`config.mk`:
```
export PLATFORM = sky130hd
export DESIGN_NAME = dadda_mult_pipe
export DESIGN_NICKNAME = d
export VERILOG_FILES = /design/src/rtl/dadda_pkg.sv /design/src/rtl/dadda_tree.sv /design/src/rtl/dadda_mult_pipe.sv
export SDC_FILE = /design/constraint.sdc
export NUM_CORES = 1
export LEC_CHECK = 0
export CORE_UTILIZATION = 58
export DETAILED_ROUTE_END_ITERATION = 16
export PLACE_DENSITY = 0.81
export SLEW_MARGIN = 20
export SYNTH_ARGS = -nofsm -noshare
export SYNTH_HDL_FRONTEND = slang
export SYNTH_SLANG_ARGS = --single-unit
```
`constraint.sdc`:
```
create_clock -name clk -period 4.05 [get_ports clk]
set_input_delay 0.81 -clock clk [delete_from_list [all_inputs] [get_ports clk]]
set_output_delay 0.81 -clock clk [all_outputs]
set_load 0.005 [all_outputs]
```
`src/rtl/dadda_pkg.sv`:
```
// Shared helpers and payload types for the pipelined Dadda multiplier.
// Height sequence, layer count and the stage-1 operand bundle.
package dadda_pkg;

  localparam int MAX_W     = 32;
  localparam int MAX_TAG_W = 16;

  function automatic int dadda_height(int j);
    int d;
    d = 2;
    for (int k = 1; k < j; k++) d = (d * 3) / 2;
    return d;
  endfunction

  // Number of layers = count of heights strictly below the tallest column.
  function automatic int dadda_layers(int width);
    int n;
    n = 0;
    for (int j = 1; j <= 16; j++)
      if (dadda_height(j) < width) n = j;
    return n;
  endfunction

  function automatic int prod_w(int width);
    return 2 * width;
  endfunction

  typedef struct packed {
    logic [MAX_W-1:0]     a;
    logic [MAX_W-1:0]     b;
    logic                 sgn;
    logic [MAX_TAG_W-1:0] tag;
  } s1_t;

endpackage

```
`src/rtl/dadda_tree.sv`:
```
// Combinational partial-product matrix and Dadda reduction to two rows.
// Signed mode uses Baugh-Wooley bit inversion plus two constant ones.
module dadda_tree
  import dadda_pkg::*;
#(
  parameter int WIDTH = 8
) (
  input  logic [WIDTH-1:0]   a,
  input  logic [WIDTH-1:0]   b,
  input  logic               sgn,
  output logic [2*WIDTH-1:0] sum_row,
  output logic [2*WIDTH-1:0] carry_row
);

  localparam int PW     = prod_w(WIDTH);
  localparam int MH     = WIDTH + 1;
  localparam int LAYERS = dadda_layers(WIDTH);

  logic m  [PW][MH];
  logic nm [PW][MH];
  int   h  [PW];
  int   nh [PW];
  int   d;
  int   idx;
  int   cnt;
  logic s;
  logic c;
  logic pp;

  always_comb begin
    m   = '{default: 1'b0};
    nm  = '{default: 1'b0};
    h   = '{default: 0};
    nh  = '{default: 0};
    d   = 0;
    idx = 0;
    cnt = 0;
    s   = 1'b0;
    c   = 1'b0;
    pp  = 1'b0;
    sum_row   = '0;
    carry_row = '0;

    for (int i = 0; i < WIDTH; i++) begin
      for (int j = 0; j < WIDTH; j++) begin
        pp = a[j] & b[i];
        if (sgn && ((i == WIDTH-1) != (j == WIDTH-1)))
          pp = ~pp;
        m[i+j][h[i+j]] = pp;
        h[i+j]++;
      end
    end
    m[WIDTH][h[WIDTH]] = sgn;
    h[WIDTH]++;
    m[PW-1][h[PW-1]] = sgn;
    h[PW-1]++;

    for (int l = LAYERS; l >= 1; l--) begin
      d  = dadda_height(l);
      nm = '{default: 1'b0};
      nh = '{default: 0};
      for (int i = 0; i < PW; i++) begin
        idx = 0;
        // Incoming carries already sit in nm[i] and count toward d.
        cnt = h[i] + nh[i];
        for (int k = 0; k < MH; k++) begin
          if (cnt > d) begin
            if (cnt == d + 1) begin
              s = m[i][idx] ^ m[i][idx+1];
              c = m[i][idx] & m[i][idx+1];
              idx += 2;
              cnt -= 1;
            end else begin
              s = m[i][idx] ^ m[i][idx+1] ^ m[i][idx+2];
              c = (m[i][idx] & m[i][idx+1])
                | (m[i][idx+2] & (m[i][idx] ^ m[i][idx+1]));
              idx += 3;
              cnt -= 2;
            end
            nm[i][nh[i]] = s;
            nh[i]++;
            if (i + 1 < PW) begin
              nm[i+1][nh[i+1]] = c;
              nh[i+1]++;
            end
          end
        end
        for (int r = 0; r < MH; r++) begin
          if (r >= idx && r < h[i]) begin
            nm[i][nh[i]] = m[i][r];
            nh[i]++;
          end
        end
      end
      m = nm;
      h = nh;
    end

    for (int i = 0; i < PW; i++) begin
      sum_row[i]   = m[i][0];
      carry_row[i] = m[i][1];
    end
  end

endmodule

```
`src/rtl/dadda_mult_pipe.sv`:
```
// Three-stage Dadda multiplier with valid/ready flow control.
// Stages: operand capture, tree reduction, carry-propagate add.
module dadda_mult_pipe
  import dadda_pkg::*;
#(
  parameter int WIDTH = 8,
  parameter int TAG_W = 4
) (
  input  logic               clk,
  input  logic               rst,
  input  logic               in_valid,
  output logic               in_ready,
  input  logic [WIDTH-1:0]   in_a,
  input  logic [WIDTH-1:0]   in_b,
  input  logic               in_signed,
  input  logic [TAG_W-1:0]   in_tag,
  output logic               out_valid,
  input  logic               out_ready,
  output logic [2*WIDTH-1:0] out_prod,
  output logic [TAG_W-1:0]   out_tag
);

  localparam int PW = prod_w(WIDTH);

  if (WIDTH < 4 || WIDTH > MAX_W || TAG_W > MAX_TAG_W) begin : g_bad
    $error("dadda_mult_pipe: unsupported WIDTH/TAG_W");
  end

  logic          v1;
  logic          v2;
  logic          v3;
  logic          load2;
  logic          load3;
  s1_t           s1;
  logic [PW-1:0] sum_d;
  logic [PW-1:0] carry_d;
  logic [PW-1:0] sum_q;
  logic [PW-1:0] carry_q;
  logic [TAG_W-1:0] tag2;
  logic          unused_s1;

  assign load3     = !v3 || out_ready;
  assign load2     = !v2 || load3;
  assign in_ready  = !v1 || load2;
  assign out_valid = v3;
  assign unused_s1 = ^s1;

  dadda_tree #(.WIDTH(WIDTH)) u_tree (
    .a         (s1.a[WIDTH-1:0]),
    .b         (s1.b[WIDTH-1:0]),
    .sgn       (s1.sgn),
    .sum_row   (sum_d),
    .carry_row (carry_d)
  );

  always_ff @(posedge clk) begin
    if (rst) begin
      v1       <= 1'b0;
      v2       <= 1'b0;
      v3       <= 1'b0;
      s1       <= '0;
      sum_q    <= '0;
      carry_q  <= '0;
      tag2     <= '0;
      out_prod <= '0;
      out_tag  <= '0;
    end else begin
      if (in_ready) begin
        v1 <= in_valid;
        if (in_valid)
          s1 <= '{a:   MAX_W'(in_a),
                  b:   MAX_W'(in_b),
                  sgn: in_signed,
                  tag: MAX_TAG_W'(in_tag)};
      end
      if (load2) begin
        v2 <= v1;
        if (v1) begin
          sum_q   <= sum_d;
          carry_q <= carry_d;
          tag2    <= s1.tag[TAG_W-1:0];
        end
      end
      // Carry out of the top column falls off: result is modulo 2^PW.
      if (load3) begin
        v3 <= v2;
        if (v2) begin
          out_prod <= sum_q + carry_q;
          out_tag  <= tag2;
        end
      end
    end
  end

endmodule

```
==> results.py <==
metrics = {
    "worst_setup_path": {
        "cp_max_fo": 9,
        "critical_path_class": "register to register",
        "endpoint_kind": "register",
        "regToRegSetupSlack_ps": 930,
        "worst_ep_arrival_time_ps": 3400,
        "cp.required_ps": 4330,
        "start_kind": "register",
    },
    "floorplan": {
        "die_y_um": 91.6,
        "num_rows": 32,
        "dieWidth_um": 91.6,
        "io_pins": 47,
        "die-area_um2": 8400,
        "core_area_um2": 7770,
        "initial_core_util_pct": 60.0,
    },
    "sta": {
        "setup_viol": 0,
        "worst_pin_slew_ps": 1010,
        "final_hold_viol_count": 0,
        "slew_viol_final": 0,
        "rsz0062_at_grt": "false",
        "fin_setup_tns_ps": 0,
        "relSlewSlack_pct": 32.6,
        "max_freq_ghz": 0.320,
        "fin_skew_ps": 16.3,
        "period_minus_slack_ps": 3120,
        "period_share_pct": 77.1,
    },
    "hold_path": {
        "holdCritPathClass": "register to register",
    },
    "clock_tree": {
        "cts_hold_buffers": 0,
        "cts_buffers": 9,
        "cts_root_buffer": "clkbuf_8",
        "h-tree-depth": 3,
        "cts_tree": "done",
        "post_cts_buffers": 0,
        "clock_path_buffers": 2,
        "clkTransAtPathRegs_ps": 100,
        "clock_latency_ps": 370,
        "cts_resized": 0,
        "cts.sinks": 78,
    },
    "layout": {
        "num-fill-cells": 654,
        "syn_to_final_growth_pct": 14.3,
        "fin_util_pct": 68.6,
        "multi_input_area_um2": 2830,
        "nNetsFinal": 675,
        "regArea_um2": 1560,
        "antenna_cells": 0,
        "drive_above_1_share_pct": 4.67,
    },
    "status": {
        "status": "finished clean",
    },
    "power": {
        "power.density_nw_per_um2": 297,
        "p_leak_nw": 2.17,
        "vdd_drop_max_uv": 198,
    },
    "placed_design": {
        "gp_congestion": 0.863,
        "place_hpwl_mm": 7.54,
        "io_buffers": 46,
    },
    "synthesis": {
        "netlist_instances": 570,
        "synth.cell_area_um2": 4660,
        "synth_seq_cells": 78,
        "ys_types": 40,
        "synth_edf_count": 0,
        "ys_warn_count": 0,
        "synth_area_leaders": "dfxtp_1, fa_1, nand2_1",
        "synthTopCellsByCount": "nand2_1, dfxtp_1, a21oi_1",
        "ys_seq_area_share_pct": 33.5,
        "synth.avg_cell_area_um2": 8.18,
        "synth_top_area_share_pct": 33.5,
        "synth.most_common_cell": "nand2_1",
        "yosys_most_used_dff": "dfxtp_1",
        "yosysTopAreaCell": "dfxtp_1",
        "syn-num-nets": 651,
        "synth-async-reset-ratio_pct": 0,
    },
    "route": {
        "drc": 0,
        "vias": 3887,
        "firstDrtPassIters": 4,
        "routed_wl_mm": 10.3,
        "post_drt_wl_per_cell_um": 14.7,
        "antenna_left": 0,
        "vias_per_cell": 5.54,
        "drt-initial-drc-count": 209,
    },
    "grt": {
        "grt_max_degree": 70,
        "grt_overflow": 0,
        "first_global_vias": 3930,
        "grt_usage_pct": 27.0,
        "grtUsageMet1_pct": 32.1,
        "antenna_found_initial": 0,
        "busiest_layer": "met2",
        "globalRouteMet2Util_pct": 48.0,
        "grt_pass1_wl_mm": 17.8,
        "met3_usage_pct": 6.22,
    },
    "run": {
        "maxCapViolations": 0,
    },
}
==> stage by stage <==
| stage | instance area (um2) | instances | hold slack [ps] | setup slack [ps] | total power, mW |
|---|---|---|---|---|---|
| global route | 5330 | 701 | 481 | 755 | 1.65 |
| CTS | 5330 | 701 | 461 | 908 | 1.59 |
| finish | 5330 | 701 | 457 | 929 | 1.58 |
| global placement | 5140 | 685 | 438 | 1040 | 1.02 |
| floorplan | 4660 | 570 | 432 | 678 | 0.960 |
| detailed placement | 5140 | 685 | 442 | 922 | 1.03 |
==> final timing paths <==
path	start	end	cells past startpoint
setup / recovery	s1[17]	carry_q[7]	9
hold / removal	s1[1]	tag2[1]	2
setup reg to reg	s1[17]	carry_q[7]	9
hold reg to reg	s1[1]	tag2[1]	2
==> kinds of logic after synthesis <==
kind of cell,after synthesis,synth area share (%)
compound gates,117,15.1
xor+xnor,20,3.76
fa+ha+maj,56,20.8
buf+inv,73,5.88
flops,78,33.5
mux,1,0.215
simple gates,225,20.8
==> power breakdown <==
group / total (mW) / internal [mW] / switching (mW)
registers: 0.823 / 0.791 / 0.0320
clock network: 0.571 / 0.237 / 0.334
logic: 0.188 / 0.0816 / 0.106
==> placed cells by master, fill, tap and decap left out, drive strengths merged, types with 2 or more instances in the layout <==
| master | Yosys | routed |
|---|---|---|
| a32o | 2 | 2 |
| clkbuf | 39 | 9 |
| inv | 34 | 40 |
| nor3 | 3 | 3 |
| xor2 | 10 | 10 |
| nor2b | 6 | 6 |
| a21o | 5 | 5 |
| a31oi | 2 | 2 |
| clkdlybuf4s50 | 0 | 45 |
| or3 | 3 | 3 |
| ha | 20 | 20 |
| nand2b | 2 | 2 |
| and2 | 24 | 24 |
| nand2 | 161 | 161 |
| a21oi | 73 | 73 |
| buf | 0 | 7 |
| fa | 36 | 36 |
| nor2 | 14 | 14 |
| a211oi | 7 | 7 |
| nand4 | 2 | 2 |
| o21ai | 9 | 9 |
| o21a | 5 | 5 |
| xnor2 | 10 | 10 |
| a22o | 4 | 4 |
| a211o | 2 | 2 |
| dfxtp | 78 | 78 |
| o21bai | 2 | 2 |
| nand3 | 6 | 6 |
==> sequential cells by signal, summed over array words and instances, names as in the netlist <==
register / cells
tag2: 4
out_prod: 16
out_tag: 4
out_valid: 1
v2: 1
carry_q: 14
v1: 1
s1: 21
sum_q: 16
==> area by class of cell <==
| class | count | area share, % |
|---|---|---|
| Multi-Input combinational cell | 419 | 53.0 |
| Sequential cell | 78 | 29.3 |
| Timing Repair Buffer | 52 | 9.40 |
| Inverter | 34 | 2.40 |
| Tap cell | 102 | 2.40 |
| Clock buffer | 9 | 2.33 |
| Clock inverter | 7 | 1.13 |
==> worst max-delay path, stage by stage (launching register included) <==
cell      delay (ps)
dfxtp_1          470
nand2_1          110
xor2_1           170
fa_1             520
fa_1             520
inv_1             50
fa_1             470
inv_1             50
fa_1             450
a211oi_1         230
==> per-layer routing <==
layer  part of all wire (%)  wire length (um)
met4                    1.6               163
met3                    5.4               558
met2                     51              5250
met5                      0                 0
met1                     42              4300
Power figures use the tool's default switching activity.
